--- config.mk ---
export PLATFORM = sky130hd
export DESIGN_NAME = ds_rx_top
export DESIGN_NICKNAME = d
export VERILOG_FILES = /design/src/rtl/ds_link_pkg.sv /design/src/rtl/ds_bit_recover.sv /design/src/rtl/ds_rx_top.sv
export SDC_FILE = /design/constraint.sdc
export NUM_CORES = 1
export LEC_CHECK = 0
export BUFFER_PORTS_ARGS = -buffer_cell sky130_fd_sc_hd__buf_2
export CAP_MARGIN = 20
export CORE_MARGIN = 1
export CORE_UTILIZATION = 45
export CTS_CLUSTER_DIAMETER = 80
export DETAILED_ROUTE_END_ITERATION = 10
export PLACE_DENSITY = 0.66
export REMOVE_ABC_BUFFERS = 1
export SLEW_MARGIN = 0
export SYNTH_ARGS = -nofsm -noshare
export SYNTH_HDL_FRONTEND = slang
export SYNTH_SLANG_ARGS = --single-unit
export TNS_END_PERCENT = 100
--- constraint.sdc ---
create_clock -name rxClk -period 2.75 [get_ports rxClk]
set_clock_uncertainty 0.05 [all_clocks]
set_input_delay 0.275 -clock rxClk [delete_from_list [all_inputs] [get_ports rxClk]]
set_output_delay 0.275 -clock rxClk [all_outputs]
set_load 0.005 [all_outputs]
--- src/rtl/ds_link_pkg.sv ---
// rtl/ds_link_pkg.sv - shared Data/Strobe link types, character sizes and parity helper
package ds_link_pkg;

  typedef enum logic [1:0] {PARITY, FLAG, DATA} ds_state_e;

  localparam logic [3:0] CTRL_BITS = 4'd2;
  localparam logic [3:0] DATA_BITS = 4'd8;

  // Odd parity over the previous character's data bits, this parity bit and this flag.
  function automatic logic parity_ok(input logic p, input logic flag, input logic acc);
    return p ^ flag ^ acc;
  endfunction

endpackage

--- src/rtl/ds_bit_recover.sv ---
// rtl/ds_bit_recover.sv - D/S synchronizer and transition detector producing one bit per event
module ds_bit_recover #(
  parameter int SYNC_STAGES = 2
) (
  input  logic clk,
  input  logic rst_n,
  input  logic d,
  input  logic s,
  output logic bit_evt,
  output logic bit_val,
  output logic code_err
);

  logic [SYNC_STAGES-1:0] d_sync;
  logic [SYNC_STAGES-1:0] s_sync;
  logic                   dq;
  logic                   sq;
  logic                   d_chg;
  logic                   s_chg;

  always_ff @(posedge clk or negedge rst_n) begin
    if (!rst_n) begin
      d_sync <= '0;
      s_sync <= '0;
      dq     <= 1'b0;
      sq     <= 1'b0;
    end else begin
      d_sync <= {d_sync[SYNC_STAGES-2:0], d};
      s_sync <= {s_sync[SYNC_STAGES-2:0], s};
      dq     <= d_sync[SYNC_STAGES-1];
      sq     <= s_sync[SYNC_STAGES-1];
    end
  end

  assign d_chg    = d_sync[SYNC_STAGES-1] ^ dq;
  assign s_chg    = s_sync[SYNC_STAGES-1] ^ sq;
  assign bit_evt  = d_chg ^ s_chg;
  assign code_err = d_chg & s_chg;
  assign bit_val  = d_sync[SYNC_STAGES-1];

endmodule

--- src/rtl/ds_rx_top.sv ---
// rtl/ds_rx_top.sv - Data/Strobe receiver: deframer, parity check, holding register (RX_DISCONNECT_EN adds idle disconnect)
module ds_rx_top
  import ds_link_pkg::*;
#(
  parameter int SYNC_STAGES = 2
`ifdef RX_DISCONNECT_EN
  ,
  parameter int DISC_CYCLES = 64
`endif
) (
  input  logic       rxClk,
  input  logic       rxReset_n,
  input  logic       d,
  input  logic       s,
  output logic [7:0] dat_o,
  output logic       lchar_o,
  output logic       valid_o,
  input  logic       ready_i,
  output logic       parity_err_o,
  output logic       code_err_o,
  output logic       overrun_o
`ifdef RX_DISCONNECT_EN
  ,
  output logic       disc_o
`endif
);

  logic       bit_evt;
  logic       bit_val;
  logic       code_err;
  logic       ev;
  logic       disc_hit;
  ds_state_e  state_q;
  ds_state_e  state_d;
  logic       p_q;
  logic       flag_q;
  logic       acc_q;
  logic [7:0] sh_q;
  logic [3:0] n_q;
  logic       commit_q;
  logic [3:0] len;
  logic       last_bit;

  ds_bit_recover #(.SYNC_STAGES(SYNC_STAGES)) u_bit_recover (
    .clk      (rxClk),
    .rst_n    (rxReset_n),
    .d        (d),
    .s        (s),
    .bit_evt  (bit_evt),
    .bit_val  (bit_val),
    .code_err (code_err)
  );

`ifdef RX_DISCONNECT_EN
  localparam int DW = $clog2(DISC_CYCLES + 1);
  logic [DW-1:0] idle_q;
  logic          armed_q;

  // The counter only arms after the first bit so a quiet line out of reset is not a disconnect.
  assign disc_hit = armed_q && !disc_o && !bit_evt && (idle_q == DW'(DISC_CYCLES - 1));
  assign ev       = bit_evt && !disc_o;

  always_ff @(posedge rxClk or negedge rxReset_n) begin
    if (!rxReset_n) begin
      idle_q  <= '0;
      armed_q <= 1'b0;
      disc_o  <= 1'b0;
    end else begin
      if (bit_evt) begin
        idle_q  <= '0;
        armed_q <= 1'b1;
      end else if (armed_q && idle_q != DW'(DISC_CYCLES)) begin
        idle_q <= idle_q + 1'b1;
      end
      if (disc_hit) disc_o <= 1'b1;
    end
  end
`else
  assign disc_hit = 1'b0;
  assign ev       = bit_evt;
`endif

  assign len      = flag_q ? CTRL_BITS : DATA_BITS;
  assign last_bit = (n_q == len - 4'd1);

  always_ff @(posedge rxClk or negedge rxReset_n) begin
    if (!rxReset_n) state_q <= PARITY;
    else            state_q <= state_d;
  end

  always_comb begin
    state_d = state_q;
    if (code_err || disc_hit) begin
      state_d = PARITY;
    end else if (ev) begin
      case (state_q)
        PARITY:  state_d = FLAG;
        FLAG:    state_d = DATA;
        DATA:    if (last_bit) state_d = PARITY;
        default: state_d = PARITY;
      endcase
    end
  end

  always_ff @(posedge rxClk or negedge rxReset_n) begin
    if (!rxReset_n) begin
      p_q          <= 1'b0;
      flag_q       <= 1'b0;
      acc_q        <= 1'b0;
      sh_q         <= '0;
      n_q          <= '0;
      commit_q     <= 1'b0;
      parity_err_o <= 1'b0;
      code_err_o   <= 1'b0;
    end else begin
      parity_err_o <= 1'b0;
      code_err_o   <= code_err;
      commit_q     <= 1'b0;
      if (disc_hit) begin
        acc_q <= 1'b0;
      end else if (ev) begin
        case (state_q)
          PARITY: p_q <= bit_val;
          FLAG: begin
            flag_q       <= bit_val;
            parity_err_o <= !parity_ok(p_q, bit_val, acc_q);
            acc_q        <= 1'b0;
            n_q          <= '0;
            sh_q         <= '0;
          end
          DATA: begin
            sh_q[n_q[2:0]] <= bit_val;
            acc_q          <= acc_q ^ bit_val;
            n_q            <= n_q + 4'd1;
            commit_q       <= last_bit;
          end
          default: ;
        endcase
      end
    end
  end

  // Commit is one cycle behind the last data bit so sh_q already holds it.
  always_ff @(posedge rxClk or negedge rxReset_n) begin
    if (!rxReset_n) begin
      dat_o     <= '0;
      lchar_o   <= 1'b0;
      valid_o   <= 1'b0;
      overrun_o <= 1'b0;
    end else if (commit_q) begin
      dat_o   <= flag_q ? {6'b0, sh_q[1:0]} : sh_q;
      lchar_o <= flag_q;
      valid_o <= 1'b1;
      if (valid_o && !ready_i) overrun_o <= 1'b1;
    end else if (valid_o && ready_i) begin
      valid_o <= 1'b0;
    end
  end

endmodule

* After elaboration in Yosys (flattened, before gate mapping)
Cells that the tools add are included.
** Storage, ports and cells
- Memory bits (writable) :: 0
- Input bits :: 5
- Flip-flop bits (word level) :: 37
- Latch bits :: 0
- ROM bits :: 0
- Memories kept :: 0
** Operators by class
- Bitwise gates (word level) :: 7
- Shifts and indexed selects :: 0
- Eq/ne operators :: 4
- Reductions and logical operators :: 14
- Magnitude comparators :: 2
- Div/mod/pow operators :: 0
- Mux-type cells :: 18
- $add $sub $neg :: 2
- Multipliers :: 0
** Operators with widths (count)
- 8-bit case mux with 2 select lines :: 1
- 2-bit AND reduction :: 5
- 8-bit bitwise mux :: 1
- 8-bit 2-to-1 mux :: 1
- 4-bit case mux with 2 select lines :: 1
- 1-bit 2-to-1 mux :: 7
- 2-bit 2-to-1 mux :: 3
- 2-bit case mux with 3 select lines :: 1
- 2-bit nonzero test :: 3
- 1-bit bitwise XOR :: 6
- 4-bit by 1-bit adder with 4-bit output, second input constant :: 1
- 4-bit == test :: 1
- 3-bit by 4-bit < comparator with 1-bit output, second input constant :: 1
- 4-bit 2-to-1 mux :: 1
- 4-bit by 1-bit subtractor with 4-bit output, second input constant :: 1
- 1-bit demux with 3-bit select :: 1
- 3-bit by 1-bit >= comparator with 1-bit output, second input constant :: 1
- 1-bit logical AND :: 3
- 3-bit != test, second input constant :: 1
- 2-bit by 1-bit == test with 1-bit output, second input constant :: 1
- 2-bit == test, second input constant :: 1
- 1-bit logical NOT :: 2
- 2-bit logical NOT :: 1
- 1-bit case mux with 2 select lines :: 1
- 1-bit AND :: 1

* Depth between registers and ports, before layout
Gate-level depths: netlist of the first run.
- Depth after elaboration :: 7
- Mapped depth :: 8
- Depth with buffers taken out :: 6

* Cells and area by module
From an unflattened synthesis of the first run, not the netlist that was laid out.
** Second synthesis, totals
- Cells, all modules :: 142
- Area, all modules :: 1667.8 um2
** Modules (own cells, without submodules)
- ds_rx_top :: area an instance 1487.7 um2, seq. area each 775.7 um2, instances 1, cells each 133
- ds_bit_recover :: area an instance 180.2 um2, seq. area each 150.1 um2, instances 1, cells each 9

* Least setup slack after synthesis of the first run
Ideal clock, no wire load.
- Path type :: reg-to-reg
- Start point :: register u_bit_recover.d_sync[1]
- End point :: register sh_q[2]
- Data required time :: 2.560 ns
- Arrival time :: 1.720 ns
- Stages on the path, launching flop included :: 9
- Slack :: 0.841 ns
- Cell sequence :: dfrtp_1 -> buf_2 -> xor2_1 -> ha_1 -> nand2_1 -> or2_2 -> buf_2 -> o311ai_0 -> o41ai_1
** Between the ends
- Word-level cells in the longest chain between the ends :: 3
** Ends and longest elaborated chain
- from (decl) :: RTL line ds_bit_recover.sv:14 : logic [SYNC_STAGES-1:0] d_sync;
- from (signal assigned) :: RTL line ds_bit_recover.sv:28 : d_sync <= {d_sync[SYNC_STAGES-2:0], d};
- 1-bit bitwise XOR :: RTL line ds_bit_recover.sv:35 : assign d_chg = d_sync[SYNC_STAGES-1] ^ dq;
- 1-bit bitwise XOR :: RTL line ds_bit_recover.sv:37 : assign bit_evt = d_chg ^ s_chg;
- 2-bit AND reduction (no source line)
- to (signal, indexed assignment) :: RTL line ds_rx_top.sv:132 : sh_q[n_q[2:0]] <= bit_val;
- to (decl) :: RTL line ds_rx_top.sv:38 : logic [7:0] sh_q;
Parallel ways exist; a longest one is shown, timed or not.
A chain may end at the register's enable or synchronous reset.

* Worst setup path after layout of the first run
Ends and elaborated chain as after synthesis.

==> key figures, run 1 <==
Cells and area
  – Post-route cell area: 1890 um2
  – Post-layout instance count excluding filler cells: 210
  – Growth of design area from synthesis to finish: 13.5%
  – Ratio of cells with drive above 1 in the final layout: 21.3%
  – Layout Nets: 175
  – Filler Cell Count: 289
  – Diodes inserted: 0

Run
  – Total of max-cap violations: 0

Worst setup path
  – Biggest cell delay along the critical path: 0.48 ns
  – Critical R2R Launch: u_bit_recover.d_sync[1]$_DFF_PN0_
  – Number of cell instances on the worst register-to-register path: 6
  – Slack of the worst reg-to-reg path: 0.51 ns
  – CP Class: flop to flop
  – Critical Path Start Type: flop
  – Cell chain of the critical path: xor2_1 -> ha_1 -> nand2_1 -> or2_2 -> o311ai_0 -> o41ai_1
  – CP Capture Type: flop
  – Endpoint required time on the critical path: 2.86 ns
  – Cell type of the slowest stage on the worst timing path: sky130_fd_sc_hd__dfrtp_1
  – RR Endpoint: sh_q[2]$_DFFE_PN0P_
  – Critical path peak fanout: 12
  – Worst path buffer plus inverter count: 0
  – Kind of cell adding the most delay to the critical path: simple AND/OR/NAND/NOR gates
  – Arrival time reported for the critical path endpoint: 2.35 ns

Synth
  – Mapped Cells: 148
  – Average cell area after synthesis: 11.3 um2
  – Post-Synthesis Cell Area: 1670 um2
  – Number of synthesis warnings: 0
  – Sequential-to-total area share from yosys stat: 55.6%
  – Synthesis-stage register bit count: 37
  – Share of async-settable or async-resettable flops after synthesis: 100%
  – Number of library cell types mapped by synthesis: 38
  – Post-synth EDFFs: 0
  – Most instantiated flip-flop cell in the synthesis netlist: sky130_fd_sc_hd__dfrtp_1

Timing
  – Setup repair after global routing missed its margin: no
  – Number of hold violations in the final report: 0
  – Max Freq: 446 MHz
  – Slew of the pin with the lowest slew margin: 0.801 ns
  – Summed negative setup slack over all endpoints: 0 ns
  – Fraction of the cycle the final worst path needs: 81.6%
  – Number of max-slew violations in the final report: 0
  – Minimum clock period: 2.24 ns
  – Worst slew slack as a fraction of its limit: 46.6%
  – Final setup fails: 0

Clock network
  – Insertion delay to the later sink of the worst-skew pair: 0.29 ns
  – CTS Sinks: 37
  – Clock transition at path regs: 0.07 ns
  – Post-CTS setup repair buffer count: 0
  – CTS H-tree depth: 2
  – Clock buffer depth: 2
  – Post-CTS Hold Buffers: 0
  – Resize count post-CTS: 0
  – Number of buffers created by CTS: 5
  – Root buffer cell: sky130_fd_sc_hd__clkbuf_8
  – CTS tree: built

Detailed routing
  – Average wire per standard cell: 13.3 um
  – DRC viols: 0
  – TritonRoute pass-1 iters: 4
  – Antenna violation net count after detailed routing: 0
  – Routed WL: 2790 um
  – Vias after detailed routing: 1087
  – Number of vias per cell: 5.18
  – Violation count after the first detailed-route iteration: 25

Placed design
  – Input/output buffers: 17
  – Dpl cell area: 1760 um2
  – Routability congestion estimate from global placement: 0.785
  – DP Wirelength: 1950 um
  – Placed Instances: 202

GRT
  – Global-route congestion overflow total: 0
  – Global-route wire length before repair: 4790 um
  – Number of antenna violations at the first check in global routing: 0
  – Number of global-route vias before repair: 1015
  – Pin count of the biggest net entering global routing: 38
  – GRT Total Usage: 16.3%

Floorplan
  – Chip height: 62.8 um
  – # rows: 21
  – IO Pins: 18
  – Initial Util: 48.4%
  – Placeable core region: 3440 um2
  – Die Wd: 62.8 um
  – Die outline area: 3950 um2

Worst hold path
  – Class of the tightest hold or removal check: input pin to async pin

Run status
  – Status: finished, final reports clean

Pwr
  – Leakage power figure: 0.914 nW
  – Power density cells: 859 nW/um2
  – Largest vdd supply drop: 388 uV
==> cells in the final DEF (no fill, tap or decap), drive strengths merged, types with 4 or more instances in the layout <==
| cell | netlist | final |
|---|---|---|
| nand3b | 6 | 6 |
| buf | 7 | 17 |
| clkbuf | 2 | 5 |
| nand3 | 5 | 5 |
| nand2 | 15 | 15 |
| o21ai | 11 | 11 |
| inv | 14 | 14 |
| o311ai | 4 | 4 |
| ha | 7 | 7 |
| nor2 | 4 | 4 |
| dfrtp | 37 | 37 |
| mux2 | 5 | 5 |
==> stage by stage <==
step	utilization (%)	total power, mW	hold WS (ns)	setup WS (ns)
floorplan	-	0.978	-0.0706	0.785
global placement	51.0	1.07	0.283	0.634
detailed placement	51.0	1.09	0.288	0.523
CTS	54.9	1.64	0.0294	0.510
global route	54.9	1.73	0.0348	0.335
finish	54.9	1.62	0.0195	0.506
==> worst register-to-register path: stages (launching register included) <==
cell	delay [ns]
sky130_fd_sc_hd__dfrtp_1	0.48
sky130_fd_sc_hd__xor2_1	0.20
sky130_fd_sc_hd__ha_1	0.42
sky130_fd_sc_hd__nand2_1	0.25
sky130_fd_sc_hd__or2_2	0.43
sky130_fd_sc_hd__o311ai_0	0.14
sky130_fd_sc_hd__o41ai_1	0.13
==> layer usage <==
metal,GRT usage (%),part of all wire [%],up-vias
met5,0,0,-
met4,11.3,2.2,0
met3,4.38,3.9,5
met2,23.8,47,19
met1,20.8,47,527
li1,-,-,536
==> power breakdown <==
part           switching [mW]  leakage, nW  internal (mW)
Clock                   0.188       0.0681          0.360
Combinational           0.216        0.352          0.167
Sequential             0.0777        0.494          0.615
Total                   0.481        0.914           1.14
==> layout make-up <==
| cell class | count | area (um2) | area share (%) |
|---|---|---|---|
| clock buffers | 5 | 68.8 | 3.64 |
| clock inverters | 3 | 65.1 | 3.44 |
| inverters | 14 | 52.6 | 2.78 |
| multi-input cells | 88 | 636 | 33.6 |
| flip-flops and latches | 37 | 926 | 49.0 |
| well taps | 46 | 57.6 | 3.04 |
| repair buffers | 17 | 85.1 | 4.50 |
==> Yosys cell counts, types with 2 or more instances <==
library cell / instances / area (um2)
sky130_fd_sc_hd__dfrtp_1: 37 / 926
sky130_fd_sc_hd__nand2_1: 15 / 56.3
sky130_fd_sc_hd__inv_1: 14 / 52.6
sky130_fd_sc_hd__o21ai_0: 10 / 50.1
sky130_fd_sc_hd__ha_1: 7 / 87.6
sky130_fd_sc_hd__nand3b_1: 6 / 45.0
sky130_fd_sc_hd__buf_2: 5 / 25.0
sky130_fd_sc_hd__mux2_2: 5 / 56.3
sky130_fd_sc_hd__nand3_1: 5 / 25.0
sky130_fd_sc_hd__nor2_1: 4 / 15.0
sky130_fd_sc_hd__o41ai_1: 3 / 26.3
sky130_fd_sc_hd__xor2_1: 3 / 26.3
sky130_fd_sc_hd__a22o_1: 2 / 17.5
sky130_fd_sc_hd__clkbuf_1: 2 / 7.51
sky130_fd_sc_hd__mux2i_1: 2 / 20.0
sky130_fd_sc_hd__o211ai_1: 2 / 15.0
sky130_fd_sc_hd__o311ai_0: 2 / 17.5
sky130_fd_sc_hd__o311ai_1: 2 / 17.5
sky130_fd_sc_hd__o31ai_1: 2 / 15.0
sky130_fd_sc_hd__xnor2_1: 2 / 17.5
==> worst max path at each step <==
stage	from	endpoint	slack, ns	depth (start not counted)
final	u_bit_recover.d_sync[1]$_DFF_PN0_	sh_q[2]$_DFFE_PN0P_	0.51	6
after global routing	u_bit_recover.d_sync[1]$_DFF_PN0_	sh_q[2]$_DFFE_PN0P_	0.34	6
after CTS	u_bit_recover.d_sync[1]$_DFF_PN0_	sh_q[2]$_DFFE_PN0P_	0.51	6
after detailed placement	u_bit_recover.d_sync[1]$_DFF_PN0_	sh_q[1]$_DFFE_PN0P_	0.52	6
after global placement	u_bit_recover.d_sync[1]$_DFF_PN0_	sh_q[1]$_DFFE_PN0P_	0.63	6
after floorplan	u_bit_recover.d_sync[1]$_DFF_PN0_	sh_q[2]$_DFFE_PN0P_	0.79	6
==> state kept, by name, summed over array words and instances, names as in the netlist, 2 cells and up <==
register	count
sh_q	8
u_bit_recover.d_sync	2
dat_o	8
n_q	4
state_q	2
u_bit_recover.s_sync	2
==> cell families (layout without fill, tap and decap cells) <==
family | after synthesis | after routing | synth area share, %
compound gates | 29 | 29 | 12.6
flops | 37 | 37 | 55.6
simple gates | 40 | 40 | 13.1
buf+inv | 23 | 39 | 6.24
xor+xnor | 5 | 5 | 2.63
fa+ha+maj | 7 | 7 | 5.26
mux | 7 | 7 | 4.58
Note: power is estimated with default switching activity, not from simulation.
==> run 2: changes to the inputs <==
Settings changed: PLACE_DENSITY 0.66 to 0.68.
Clock period 2.75 ns to 2 ns, I/O delays scaled along.
==> run 2 against run 1 <==
Flip-flop and latch count did not move; combinational power rose by 54%; utilization rose by 1.0 points; critical path type unchanged; critical endpoint unchanged.
==> key figures, run 2 (synthesis gave the netlist of run 1 again) <==
Cells and area
  – Most common cell after layout, fill and taps aside: sky130_fd_sc_hd__dfrtp_1
  – Post-route cell area: 1930 um2
  – Layout Nets: 182
  – Most used cells in the layout excluding fill and tap cells: sky130_fd_sc_hd__dfrtp_1 (37), sky130_fd_sc_hd__buf_2 (17), sky130_fd_sc_hd__nand2_1 (15), sky130_fd_sc_hd__inv_1 (14), sky130_fd_sc_hd__o21ai_0 (10)
  – Growth of design area from synthesis to finish: 15.6%
  – Ratio of cells with drive above 1 in the final layout: 24.0%
  – Largest registers: dat_o x8, sh_q x8, n_q x4
  – Diodes inserted: 0

Placed design
  – Input/output buffers: 17
  – DP Wirelength: 2030 um
  – Dpl cell area: 1790 um2
  – Routability congestion estimate from global placement: 0.809

Timing
  – Final setup fails: 0
  – Setup repair after global routing missed its margin: no
  – Fraction of the cycle the final worst path needs: 92.5%
  – Slew of the pin with the lowest slew margin: 0.798 ns
  – Max Freq: 541 MHz
  – Minimum clock period: 1.85 ns
  – Number of hold violations in the final report: 0
  – Number of max-slew violations in the final report: 0
  – Worst slew slack as a fraction of its limit: 46.8%
  – Summed negative setup slack over all endpoints: 0 ns

Run
  – Total of max-cap violations: 0

GRT
  – Busiest grt layer: met2
  – Met2 usage: 25.5%
  – Global Route met3 Usage: 5.47%
  – GRT Total Usage: 17.2%
  – Pin count of the biggest net entering global routing: 38
  – Global-route wire length before repair: 5180 um
  – Number of global-route vias before repair: 1058
  – Global-route congestion overflow total: 0
  – Number of antenna violations at the first check in global routing: 0
  – GR Layer Usage met1: 23.2%

Detailed routing
  – Routed WL: 2880 um
  – Violation count after the first detailed-route iteration: 50
  – DRC viols: 0
  – TritonRoute pass-1 iters: 4
  – Antenna violation net count after detailed routing: 0
  – Number of vias per cell: 5.22
  – Average wire per standard cell: 13.3 um
  – Vias after detailed routing: 1133

Worst setup path
  – CP Class: flop to flop
  – Critical R2R Launch: u_bit_recover.s_sync[1]$_DFF_PN0_
  – CP Capture Type: flop
  – Kind of cell adding the most delay to the critical path: simple AND/OR/NAND/NOR gates
  – Arrival time reported for the critical path endpoint: 1.96 ns
  – Cell type of the slowest stage on the worst timing path: sky130_fd_sc_hd__dfrtp_1
  – Cell chain of the critical path: xor2_1 -> ha_1 -> nand2_1 -> or2_2 -> o311ai_1 -> o41ai_1
  – Critical path peak fanout: 9
  – Biggest cell delay along the critical path: 0.40 ns
  – Launching instance or port of the critical path: u_bit_recover.s_sync[1]$_DFF_PN0_
  – Critical Path Start Type: flop
  – Worst path buffer plus inverter count: 0
  – Endpoint required time on the critical path: 2.11 ns

Floorplan
  – IO Pins: 18
  – # rows: 21
  – Placeable core region: 3440 um2
  – Chip height: 62.8 um
  – Initial Util: 48.4%
  – Die Wd: 62.8 um
  – Die outline area: 3950 um2

Run status
  – Status: finished, final reports clean

Clock network
  – Clock buffer depth: 2
  – Number of buffers created by CTS: 5
  – Root buffer cell: sky130_fd_sc_hd__clkbuf_8
  – Insertion delay to the later sink of the worst-skew pair: 0.29 ns
  – Post-CTS setup repair buffer count: 0
  – CTS tree: built
  – CTS Sinks: 37
  – Clock transition at path regs: 0.07 ns
  – CTS H-tree depth: 2

Pwr
  – Largest vdd supply drop: 573 uV
  – Power density cells: 1100 nW/um2
  – Leakage power figure: 0.932 nW

Worst hold path
  – Min-Delay Startpoint: ready_i
  – Class of the tightest hold or removal check: input pin to flop
run 2: cell count changes in the layout (fill, tap and decap cells not counted), sizes merged:
cell and change:
clkbuf +2, bufinv -2, dlygate4sd3 +3, buf +4
run 2: path summary, 6_finish.rpt:
path,end,slack [ns],cells past startpoint
max in group asynchronous,code_err_o$_DFF_PN0_,0.92,2
hold reg to reg,u_bit_recover.d_sync[1]$_DFF_PN0_,0.30,0
hold / removal,valid_o$_DFFE_PN0P_,0.16,3
setup reg to reg,sh_q[2]$_DFFE_PN0P_,0.15,6
min in group asynchronous,dat_o[3]$_DFFE_PN0P_,0.48,2
setup / recovery,sh_q[2]$_DFFE_PN0P_,0.15,6
run 2: repair_timing:
item	4_1_cts	5_1_grt
resized for setup	0	4
setup endpoints to repair	0	3
endpoints found under the hold margin	39	0
hold buffers	3	0
run 2: worst min-delay path, stage by stage:
cell                     delay (ns)
sky130_fd_sc_hd__buf_2         0.09
sky130_fd_sc_hd__inv_1         0.07
sky130_fd_sc_hd__a21o_1        0.11
run 2: final cells by class:
class / instances / area [um2]
clock buffers: 7 / 96.3
fillers: 300 / 1520
clock inverters: 1 / 5.00
flip-flops and latches: 37 / 926
multi-input cells: 88 / 643
repair buffers: 24 / 145
well taps: 46 / 57.6
inverters: 14 / 52.6
run 2: metrics by stage:
stage	hold slack, ns	total power [mW]	utilization, %	worst slack, ns	cells
after floorplan	-0.146	1.34	-	0.0353	139
after global placement	0.260	1.51	51.9	0.161	206
after detailed placement	0.259	1.55	51.9	0.0587	206
after CTS	0.156	2.12	55.7	0.0509	217
after global routing	0.163	2.26	55.9	0.0382	217
final	0.161	2.11	55.9	0.150	217
run 2: power by group:
group | leakage (nW) | switching [mW] | total [mW] | internal [mW]
registers | 0.494 | 0.109 | 0.955 | 0.845
logic | 0.384 | 0.325 | 0.590 | 0.265
clock network | 0.0542 | 0.256 | 0.567 | 0.311
total | 0.932 | 0.690 | 2.11 | 1.42
run 2: per-layer routing:
layer | up-vias | part of all wire, %
met4 | 0 | 1.9
met1 | 533 | 47
met5 | - | 0
li1 | 554 | -
met3 | 13 | 4.6
met2 | 33 | 46
==> run 3: changes to the inputs <==
Settings changed: ABC_AREA from default to 1, CORE_UTILIZATION 45 to 43, PLACE_DENSITY 0.68 to 0.66.
==> run 3 against run 2 <==
Global-route usage down 2.4 points; first-iteration DRC count up 10%; register-to-register slack worse by 0.03 ns; non-clock buffer count down 2; flip-flop and latch count unchanged; critical endpoint unchanged; largest cell class unchanged; largest power group unchanged; highest routed layer unchanged.
==> key figures, run 3 <==
Run status
  – Status: finished, final reports clean

Detailed routing
  – TritonRoute pass-1 iters: 4
  – Average wire per standard cell: 11.0 um
  – Antenna violation net count after detailed routing: 0
  – Vias after detailed routing: 1159
  – Number of vias per cell: 4.67
  – Violation count after the first detailed-route iteration: 55
  – DRC viols: 0
  – Routed WL: 2720 um

Synth
  – Sequential-to-total area share from yosys stat: 56.4%
  – Share of cell area taken by muxes after synthesis: 0%
  – Share of async-settable or async-resettable flops after synthesis: 100%
  – Number of synthesis warnings: 0
  – Area share of and/or/nand/nor cells after synthesis: 15.3%
  – Mapped Cells: 172
  – Number of library cell types mapped by synthesis: 24
  – Dominant combinational cell family by area after synthesis: simple AND/OR/NAND/NOR gates
  – Share of Yosys cell area claimed by the top area cell type: 56.4%
  – Cell with the most instances after synthesis: sky130_fd_sc_hd__dfrtp_1
  – Synthesis-stage register bit count: 37
  – Most instantiated flip-flop cell in the synthesis netlist: sky130_fd_sc_hd__dfrtp_1
  – Compound-gate portion of the synthesized area: 11.8%
  – XOR/XNOR share of the synthesized area: 2.14%
  – Post-synth EDFFs: 0
  – Average cell area after synthesis: 9.54 um2
  – Leading cell types by total area after synthesis: sky130_fd_sc_hd__dfrtp_1 (56%), sky130_fd_sc_hd__inv_1 (8.0%), sky130_fd_sc_hd__o21ai_0 (7.0%)
  – Post-Synthesis Cell Area: 1640 um2
  – Adder-Cell Fraction of Synth Area: 5.34%
  – Most numerous cell types in the synthesized netlist: sky130_fd_sc_hd__dfrtp_1 (37), sky130_fd_sc_hd__inv_1 (35), sky130_fd_sc_hd__nand2_1 (28)
  – Cell taking the most area after synthesis: sky130_fd_sc_hd__dfrtp_1

Worst setup path
  – Capture point of the worst path: sh_q[2]$_DFFE_PN0P_
  – RR Endpoint: sh_q[2]$_DFFE_PN0P_
  – Critical path peak fanout: 7
  – Biggest cell delay along the critical path: 0.45 ns
  – Slack of the worst reg-to-reg path: 0.12 ns
  – Critical Path Start Type: flop
  – Critical R2R Launch: u_bit_recover.d_sync[1]$_DFF_PN0_
  – CP Capture Type: flop
  – Cell chain of the critical path: xnor2_2 -> inv_1 -> ha_1 -> nand2_4 -> nor2_2 -> o21ai_0 -> o21ai_0 -> inv_1
  – CP Class: flop to flop
  – Number of cell instances on the worst register-to-register path: 8
  – Cell type of the slowest stage on the worst timing path: sky130_fd_sc_hd__dfrtp_1
  – Launching instance or port of the critical path: u_bit_recover.d_sync[1]$_DFF_PN0_
  – Arrival time reported for the critical path endpoint: 2.00 ns
  – Endpoint required time on the critical path: 2.12 ns

Pwr
  – Net switching power figure: 0.829 mW
  – Clock power share: 21.7%
  – Share of power burned in combinational logic: 34.1%
  – Largest vdd supply drop: 369 uV
  – Sequential cell fraction of total power: 44.2%
  – Share of total power consumed by net switching: 35.7%
  – Overall power consumption: 2.32 mW
  – Internal power summed over all cells: 1.49 mW
  – Power density cells: 1210 nW/um2
  – Leakage power figure: 1.04 nW

Timing
  – Number of max-slew violations in the final report: 0
  – Number of hold violations in the final report: 0
  – Setup repair after global routing missed its margin: no
  – Minimum clock period: 1.88 ns
  – Summed negative setup slack over all endpoints: 0 ns
  – Worst slew slack as a fraction of its limit: 46.6%
  – PnR worst setup slack: 0.122 ns
  – Slew of the pin with the lowest slew margin: 0.801 ns
  – Hold Worst Slack: 0.0749 ns
  – Fraction of the cycle the final worst path needs: 93.9%
  – Final setup fails: 0
  – Max Freq: 532 MHz

Clock network
  – Insertion delay to the later sink of the worst-skew pair: 0.28 ns
  – CTS H-tree depth: 2
  – CTS tree: built
  – Root buffer cell: sky130_fd_sc_hd__clkbuf_8
  – Clock transition at path regs: 0.07 ns
  – CTS Sinks: 37
  – Number of buffers created by CTS: 5
  – Clock buffer depth: 2

GRT
  – Number of antenna violations at the first check in global routing: 0
  – Number of global-route vias before repair: 1116
  – Global-route congestion overflow total: 0
  – Global-route wire length before repair: 4590 um
  – GRT Total Usage: 14.8%
  – Pin count of the biggest net entering global routing: 38

Placed design
  – Dpl cell area: 1770 um2
  – Placed Instances: 235
  – DP Wirelength: 1940 um
  – Setup slack after placement: 0.0784 ns
  – Routability congestion estimate from global placement: 0.837
  – Input/output buffers: 17

Floorplan
  – Chip height: 63.8 um
  – Initial Util: 44.8%
  – Die Wd: 63.8 um
  – # rows: 22
  – IO Pins: 18
  – Die outline area: 4070 um2
  – Placeable core region: 3660 um2

Cells and area
  – Most used cells in the layout excluding fill and tap cells: sky130_fd_sc_hd__dfrtp_1 (37), sky130_fd_sc_hd__inv_1 (35), sky130_fd_sc_hd__nand2_1 (28), sky130_fd_sc_hd__o21ai_0 (23), sky130_fd_sc_hd__buf_2 (17)
  – Most common cell after layout, fill and taps aside: sky130_fd_sc_hd__dfrtp_1
  – Reg area: 926 um2
  – Diodes inserted: 0
  – Final core area utilization: 52.3%
  – Largest registers: dat_o x8, sh_q x8, n_q x4
  – Area occupied by multi-input gates: 582 um2
  – Post-layout instance count excluding filler cells: 248
  – Growth of design area from synthesis to finish: 16.8%
  – Ratio of cells with drive above 1 in the final layout: 16.5%
  – Layout Nets: 212
  – Filler Cell Count: 332
  – Post-route cell area: 1920 um2

Worst hold path
  – Class of the tightest hold or removal check: input pin to flop

Run
  – Total of max-cap violations: 0
-- run 3: cell types whose count changed after synthesis, sizes merged, moves of 6 or more --
cell / change
buf: -6
inv: +21
nand2: +15
nor2: +12
o21ai: +15
-- run 3: layout make-up --
| cell class | instances | area share, % |
|---|---|---|
| well taps | 48 | 3.14 |
| inverters | 35 | 6.86 |
| flip-flops and latches | 37 | 48.3 |
| multi-input cells | 99 | 30.4 |
| repair buffers | 22 | 6.79 |
| clock buffers | 7 | 4.51 |
-- run 3: power by group through the flow --
stage / clock (mW) / sequential [mW] / combinational, mW
final: 0.505 / 1.03 / 0.792
after detailed placement: 0 / 1.04 / 0.737
after floorplan: 0 / 1.02 / 0.557
after global routing: 0.554 / 1.05 / 0.910
after CTS: 0.526 / 1.03 / 0.744
after global placement: 0 / 1.03 / 0.715
-- run 3: cell families (layout without fill, tap and decap cells) --
family / count (synthesis) / after routing
compound gates: 35 / 35
xor+xnor: 4 / 4
fa+ha+maj: 7 / 7
buf+inv: 37 / 64
flops: 37 / 37
simple gates: 52 / 53
-- run 3: per-layer routing --
metal / global-route usage, % / routed length [um]
met5: 0 / 0
met4: 5.97 / 38
met3: 4.82 / 100
met2: 23.8 / 1270
met1: 18.5 / 1310
-- run 3: worst max-delay path, delay by kind of cell (launching register included) --
family,cells,cell delay (ns)
flip-flops,1,0.45
adder cells (fa/ha/maj),1,0.38
AND/OR/NAND/NOR,2,0.38
XOR/XNOR,1,0.19
AO/OA/AOI/OAI,2,0.19
buffers and inverters,2,0.13
-- run 3: repair_timing --
item	in CTS	in global routing
endpoints found under the hold margin	39	0
endpoints found under the setup margin	0	7
hold buffers	3	0
gates resized for setup	0	1
buffers inserted	0	2
-- run 3: worst min path at each step --
stage | depth (start not counted) | to | slack (ns) | from
after floorplan | 0 | acc_q$_DFFE_PN0P_ | -0.15 | rxReset_n
after global placement | 1 | u_bit_recover.sq$_DFF_PN0_ | 0.26 | rxReset_n
after detailed placement | 1 | u_bit_recover.s_sync[0]$_DFF_PN0_ | 0.26 | s
after CTS | 2 | overrun_o$_DFFE_PN0P_ | 0.07 | ready_i
after global routing | 2 | overrun_o$_DFFE_PN0P_ | 0.08 | ready_i
final | 2 | overrun_o$_DFFE_PN0P_ | 0.07 | ready_i
